$ cat config.mk
export PLATFORM = sky130hd
export DESIGN_NAME = runlight_mode_ctrl
export DESIGN_NICKNAME = d
export VERILOG_FILES = /design/src/rtl/runlight_mode_ctrl.sv
export SDC_FILE = /design/constraint.sdc
export NUM_CORES = 1
export LEC_CHECK = 0
export ABC_AREA = 1
export ABC_CLOCK_PERIOD_IN_PS = 1920
export CORE_AREA = 2 2 51 88
export CTS_CLUSTER_SIZE = 25
export DETAILED_ROUTE_END_ITERATION = 10
export DIE_AREA = 0 0 53 90
export PLACE_DENSITY = 0.6
export SLEW_MARGIN = 15
export SYNTH_ARGS = -nofsm -noshare
export SYNTH_HDL_FRONTEND = slang
export SYNTH_SLANG_ARGS = --single-unit
$ cat constraint.sdc
create_clock -name clk -period 1.92 [get_ports clk]
set_input_delay 0.192 -clock clk [delete_from_list [all_inputs] [get_ports clk]]
set_output_delay 0.192 -clock clk [all_outputs]
set_load 0.02 [all_outputs]
$ cat src/rtl/runlight_mode_ctrl.sv
// runlight_mode_ctrl: key debounce, short/long press detection, mode select and step pacing
//   for the run-light pattern engine.
// Latency: clean key edge -> key_level in 2+DEBOUNCE_CYCLES cycles; press action -> S one edge later.
// Backpressure: none; S/mode_chg/step_tick are free-running outputs consumed by the engine.
// Ports:
//   clk        system clock, rising edge
//   reset      asynchronous active-low reset
//   key_in     raw bouncy push-button (1 = pressed), asynchronous to clk
//   mode_set   synchronous host load strobe, highest priority
//   mode_val   mode code loaded with mode_set (accepted if < NUM_MODES or == PARK_CODE)
//   S          registered pattern-select code
//   mode_chg   one-cycle pulse in the first cycle S holds a new value
//   step_tick  one-cycle step enable, every STEP_DIV cycles, held 0 while parked
//   key_level  debounced key level
module runlight_mode_ctrl #(
  parameter int         DEBOUNCE_CYCLES = 20,
  parameter int         LONG_CYCLES     = 1000,
  parameter int         STEP_DIV        = 50,
  parameter int         NUM_MODES       = 4,
  parameter logic [2:0] PARK_CODE       = 3'd4
) (
  input  logic       clk,
  input  logic       reset,
  input  logic       key_in,
  input  logic       mode_set,
  input  logic [2:0] mode_val,
  output logic [2:0] S,
  output logic       mode_chg,
  output logic       step_tick,
  output logic       key_level
);

  localparam int DB_W   = $clog2(DEBOUNCE_CYCLES);
  localparam int HOLD_W = $clog2(LONG_CYCLES + 1);
  localparam int DIV_W  = $clog2(STEP_DIV);

  localparam logic [DB_W-1:0]   DB_LAST   = DB_W'(DEBOUNCE_CYCLES - 1);
  localparam logic [HOLD_W-1:0] HOLD_LAST = HOLD_W'(LONG_CYCLES - 1);
  localparam logic [HOLD_W-1:0] HOLD_MAX  = '1;
  localparam logic [DIV_W-1:0]  DIV_LAST  = DIV_W'(STEP_DIV - 1);
  localparam logic [2:0]        LAST_MODE = 3'(NUM_MODES - 1);
  localparam logic [3:0]        NUM_MODES_L = 4'(NUM_MODES);

  typedef enum logic [1:0] {
    IDLE = 2'd0,
    HELD = 2'd1,
    LONG = 2'd2
  } state_t;

  logic              r_sync1;
  logic              r_sync2;
  logic [DB_W-1:0]   r_db_cnt;
  state_t            r_state;
  state_t            w_state_nxt;
  logic [HOLD_W-1:0] r_hold;
  logic [DIV_W-1:0]  r_div;
  logic              w_short;
  logic              w_long;
  logic              w_load_ok;
  logic [2:0]        w_s_nxt;
  logic              w_s_change;

  // Two-flop synchronizer; only r_sync2 is used downstream.
  always_ff @(posedge clk or negedge reset) begin
    if (!reset) begin
      r_sync1 <= 1'b0;
      r_sync2 <= 1'b0;
    end else begin
      r_sync1 <= key_in;
      r_sync2 <= r_sync1;
    end
  end

  // Debounce: level flips only after DEBOUNCE_CYCLES consecutive differing samples.
  always_ff @(posedge clk or negedge reset) begin
    if (!reset) begin
      r_db_cnt  <= '0;
      key_level <= 1'b0;
    end else if (r_sync2 != key_level) begin
      if (r_db_cnt == DB_LAST) begin
        r_db_cnt  <= '0;
        key_level <= r_sync2;
      end else begin
        r_db_cnt <= r_db_cnt + 1'b1;
      end
    end else begin
      r_db_cnt <= '0;
    end
  end

  // Press FSM: state register
  always_ff @(posedge clk or negedge reset) begin
    if (!reset) r_state <= IDLE;
    else        r_state <= w_state_nxt;
  end

  // Press FSM: next state. IDLE is only ever entered with key_level low, so a
  // high level seen in IDLE is the 0->1 edge.
  always_comb begin
    w_state_nxt = r_state;
    case (r_state)
      IDLE:    if (key_level) w_state_nxt = HELD;
      HELD:    if (!key_level)               w_state_nxt = IDLE;
               else if (r_hold == HOLD_LAST) w_state_nxt = LONG;
      LONG:    if (!key_level) w_state_nxt = IDLE;
      default: w_state_nxt = IDLE;
    endcase
  end

  // Press FSM: outputs (press actions happen on the transition edge).
  always_comb begin
    w_short = 1'b0;
    w_long  = 1'b0;
    if (r_state == HELD) begin
      w_short = !key_level;
      w_long  = key_level && (r_hold == HOLD_LAST);
    end
  end

  // Hold counter: zero outside HELD, so it starts at 0 on HELD entry; saturates.
  always_ff @(posedge clk or negedge reset) begin
    if (!reset)                r_hold <= '0;
    else if (r_state != HELD)  r_hold <= '0;
    else if (r_hold != HOLD_MAX) r_hold <= r_hold + 1'b1;
  end

  // Next mode: host load overrides any press action; invalid loads act as no load.
  assign w_load_ok = mode_set && (({1'b0, mode_val} < NUM_MODES_L) || (mode_val == PARK_CODE));

  always_comb begin
    w_s_nxt = S;
    if (w_short) begin
      if ((S == PARK_CODE) || (S == LAST_MODE)) w_s_nxt = 3'd0;
      else                                      w_s_nxt = S + 3'd1;
    end else if (w_long) begin
      w_s_nxt = PARK_CODE;
    end
    if (w_load_ok) w_s_nxt = mode_val;
  end

  assign w_s_change = (w_s_nxt != S);

  always_ff @(posedge clk or negedge reset) begin
    if (!reset) begin
      S        <= 3'd0;
      mode_chg <= 1'b0;
    end else begin
      S        <= w_s_nxt;
      mode_chg <= w_s_change;
    end
  end

  // Step divider. Held at 0 on the change edge and through the mode_chg cycle,
  // so the first tick lands STEP_DIV cycles after mode_chg. Parked: held at 0.
  always_ff @(posedge clk or negedge reset) begin
    if (!reset)                                       r_div <= '0;
    else if (w_s_change || mode_chg || (S == PARK_CODE)) r_div <= '0;
    else if (r_div == DIV_LAST)                       r_div <= '0;
    else                                              r_div <= r_div + 1'b1;
  end

  assign step_tick = (r_div == DIV_LAST) && (S != PARK_CODE);

endmodule

==> tab_implementation.tex <==
\begin{tabular}{lr}
\hline
Metric & Value \\
\hline
\multicolumn{2}{l}{\textbf{Outcome}} \\
Run status & complete, no violations \\
\multicolumn{2}{l}{\textbf{Pwr}} \\
VDD IR max & 491 uV \\
Power per Cell Area & 797 mW/mm\^{}2 \\
Standby leakage power & 0.943 nW \\
\multicolumn{2}{l}{\textbf{Route}} \\
Vias per inst & 4.86 \\
Routed len/inst & 11.1 um \\
Starting DRC count in detailed routing & 9 \\
Number of remaining DRC errors & 0 \\
Count of vias placed by the detailed router & 1313 \\
Drt first pass iters & 4 \\
Remaining number of nets flagged by the antenna check after routing & 0 \\
Detailed-route wire length & 3000 um \\
\multicolumn{2}{l}{\textbf{Critical path}} \\
Kind of start point of the critical path & register \\
Setup Crit Path Kind & register to output port \\
Arrival time at the worst endpoint & 1560 ps \\
Worst-path fanout max & 5 \\
Req. time, crit path & 1730 ps \\
Critical path capture point type & output port \\
\multicolumn{2}{l}{\textbf{Timing}} \\
Final worst-path cycle share & 0.913 \\
Tightest slew margin relative to the limit & 0.744 \\
Unrepaired setup endpoints after global routing & false \\
TNS Setup & 0 ps \\
Worst slew pin tran & 384 ps \\
Clock Skew & 3.02 ps \\
Total of endpoints with negative setup slack in the final report & 0 \\
Minimum clock period & 1750 ps \\
Number of hold violations in the final report & 0 \\
Max-slew violation count & 0 \\
Worst hold margin & 301 ps \\
Top achievable clock speed & 570 MHz \\
\multicolumn{2}{l}{\textbf{Placement}} \\
Post-detailed-placement half-perimeter wirelength & 2280 um \\
Number of port buffers & 12 \\
Last weighted congestion value of the routability-driven placer & 0.798 \\
\multicolumn{2}{l}{\textbf{GRT}} \\
Wire length of the first global-routing pass & 5420 um \\
Number of antenna violations at the first check in global routing & 0 \\
Overall routing resource usage & 0.151 \\
Maximum number of pins on one net before global-route repair & 31 \\
Total grt overflow & 0 \\
Vias in the first global route & 1305 \\
\multicolumn{2}{l}{\textbf{Synthesis}} \\
Number of synthesized register bits & 30 \\
Post-synthesis sequential area ratio & 0.480 \\
Share of flip-flops with an asynchronous set or reset after synthesis & 1.00 \\
Dominant cell type by area after synthesis & sky130\_fd\_sc\_hd\_\_dfrtp\_1 \\
Count of distinct cell types in the synthesized netlist & 25 \\
Mux contribution to synthesized area & 0 \\
Prevailing post-synth register cell & sky130\_fd\_sc\_hd\_\_dfrtp\_1 \\
Area fraction in compound gates after synthesis & 0.0752 \\
Most common cell in the synthesized netlist & sky130\_fd\_sc\_hd\_\_nand2\_1 \\
Xor/xnor cell area share of the yosys netlist & 0.0280 \\
Top cells by count, synth & sky130\_fd\_sc\_hd\_\_nand2\_1 (39), sky130\_fd\_sc\_hd\_\_nor2\_1 (31), sky130\_fd\_sc\_hd\_\_dfrtp\_1 (30) \\
Synth top area cells & sky130\_fd\_sc\_hd\_\_dfrtp\_1 (48\%), sky130\_fd\_sc\_hd\_\_nand2\_1 (9.4\%), sky130\_fd\_sc\_hd\_\_nor2\_1 (7.4\%) \\
Area fraction of the dominant cell type after synthesis & 0.480 \\
Mapped Area & 0.00156 sq mm \\
Combinational family with the most area after synthesis & simple AND/OR/NAND/NOR gates \\
Synth Net Count & 209 \\
Post-synth EDFFs & 0 \\
Number of warnings printed during yosys synthesis & 0 \\
Share of synthesized cell area in full adder, half adder and majority cells & 0.0480 \\
Simple-Gate Fraction of Synth Area & 0.297 \\
Post-Synthesis Mean Instance Area & 7.98 sq um \\
Post-synthesis cell count & 196 \\
\multicolumn{2}{l}{\textbf{Cells and area}} \\
Post-Route Utilization & 0.472 \\
Layout cell share with drive strength beyond 1 & 0.109 \\
Number of antenna diodes & 0 \\
Synth-to-Final Area Change & 22.9\% \\
Number of fill cells & 402 \\
Post-layout nets & 234 \\
\multicolumn{2}{l}{\textbf{Clocking}} \\
Maximum count of clock buffers along a single path & 2 \\
Sink count of the clock tree & 30 \\
Worst-skew pair later-pin latency & 280 ps \\
CTS root buf & sky130\_fd\_sc\_hd\_\_clkbuf\_8 \\
Number of buffers inserted during clock tree synthesis & 5 \\
Clock-pin slew on the worst setup and hold paths & 60 ps \\
Number of H-tree levels & 2 \\
CTS tree & built \\
\multicolumn{2}{l}{\textbf{Die}} \\
Floorplan die height & 90 um \\
Core outline area & 0.00407 sq mm \\
Die ar. & 0.00477 sq mm \\
Std cell rows & 31 \\
Starting density of the core & 0.384 \\
Chip width & 53 um \\
I/O pins & 13 \\
\multicolumn{2}{l}{\textbf{Hold path}} \\
Worst min path class & input pin to asynchronous set/reset pin \\
\multicolumn{2}{l}{\textbf{Run}} \\
Total of max-cap violations & 0 \\
\hline
\end{tabular}
-- layout make-up --
cell class | count | area [sq um] | area share
sequential | 30 | 751 | 0.391
multi-input combinational | 136 | 721 | 0.375
timing repair buffer | 18 | 164 | 0.0853
inverter | 30 | 113 | 0.0586
clock buffer | 6 | 82.6 | 0.0430
tap | 49 | 61.3 | 0.0319
clock inverter | 1 | 30.0 | 0.0156
-- cells in the final DEF (no fill, tap or decap), drive strengths merged --
master,instances
clkbuf,6
o21a,1
o21bai,1
buf,6
xor2,3
nand3,20
xnor2,2
dlygate4sd2,1
bufinv,1
o21ai,9
nand2,42
nor2,33
ha,6
a21oi,6
or2,1
nor3b,1
inv,30
o211ai,1
o31ai,1
dfrtp,30
a31oi,2
clkdlybuf4s50,11
nor3,2
nand4,5
-- path summary, 6_finish.rpt --
| check | start | endpoint | slack (ps) | cells after the start |
|---|---|---|---|---|
| worst max register to register | S[0] | r_div[0] | 200 | 13 |
| min in group clk | r_sync1 | r_sync2 | 350 | 0 |
| worst max-delay path | S[0] | step_tick | 170 | 6 |
| max in group asynchronous | reset | r_div[3] | 1340 | 2 |
| worst min register to register | r_sync1 | r_sync2 | 350 | 0 |
| worst min-delay path | reset | r_hold[2] | 300 | 2 |
-- stage by stage --
stage	instances	cell area, sq um	power, W	setup WS (ps)
finish	270	1920	0.00153	167
global route	270	1920	0.00161	6.25
CTS	269	1890	0.00154	81.7
detailed placement	262	1780	0.000886	76.9
global placement	262	1780	0.000884	84.2
floorplan	196	1560	0.000802	211
-- per-layer routing --
layer  part of all wire  global-route usage
met1               0.40               0.168
met2               0.54               0.255
met3              0.026              0.0332
met4              0.026              0.0833
met5                  0                   0
-- kinds of logic after synthesis --
logic type | after synthesis
buffers and inverters | 30
AOI/OAI and AO/OA | 21
adders and majority gates | 6
xor gates and xnor gates | 5
and+or+nand+nor | 104
DFF | 30
-- critical path, stage by stage, from the launching register on --
cell and delay, ps:
sky130_fd_sc_hd__dfrtp_1 420, sky130_fd_sc_hd__inv_2 60, sky130_fd_sc_hd__ha_1 210, sky130_fd_sc_hd__nand2_1 100, sky130_fd_sc_hd__inv_1 70, sky130_fd_sc_hd__nor2_1 90, sky130_fd_sc_hd__dlygate4sd2_1 340
-- sequential cells by signal (all words and copies together) (netlist names) --
name,flops
r_sync2,1
S,3
r_div,6
r_state,2
key_level,1
r_hold,10
r_db_cnt,5
r_sync1,1
mode_chg,1
-- power by group --
group	total (W)	leakage [nW]	internal, W	switching, W
clock network	0.000644	0.0573	0.000415	0.000229
logic	0.000212	0.487	0.0000900	0.000122
registers	0.000677	0.399	0.000655	0.0000220
total	0.00153	0.943	0.00116	0.000373
-- what timing repair did --
| action | in CTS | in global routing |
|---|---|---|
| buffers inserted | 0 | 1 |
| hold buffers | 0 | 0 |
| endpoints found under the hold margin | 0 | 0 |
| pin swaps | 0 | 1 |
| resized for setup | 1 | 5 |
| setup endpoints to repair | 1 | 9 |
No activity file was read; power rests on OpenSTA's default activity.
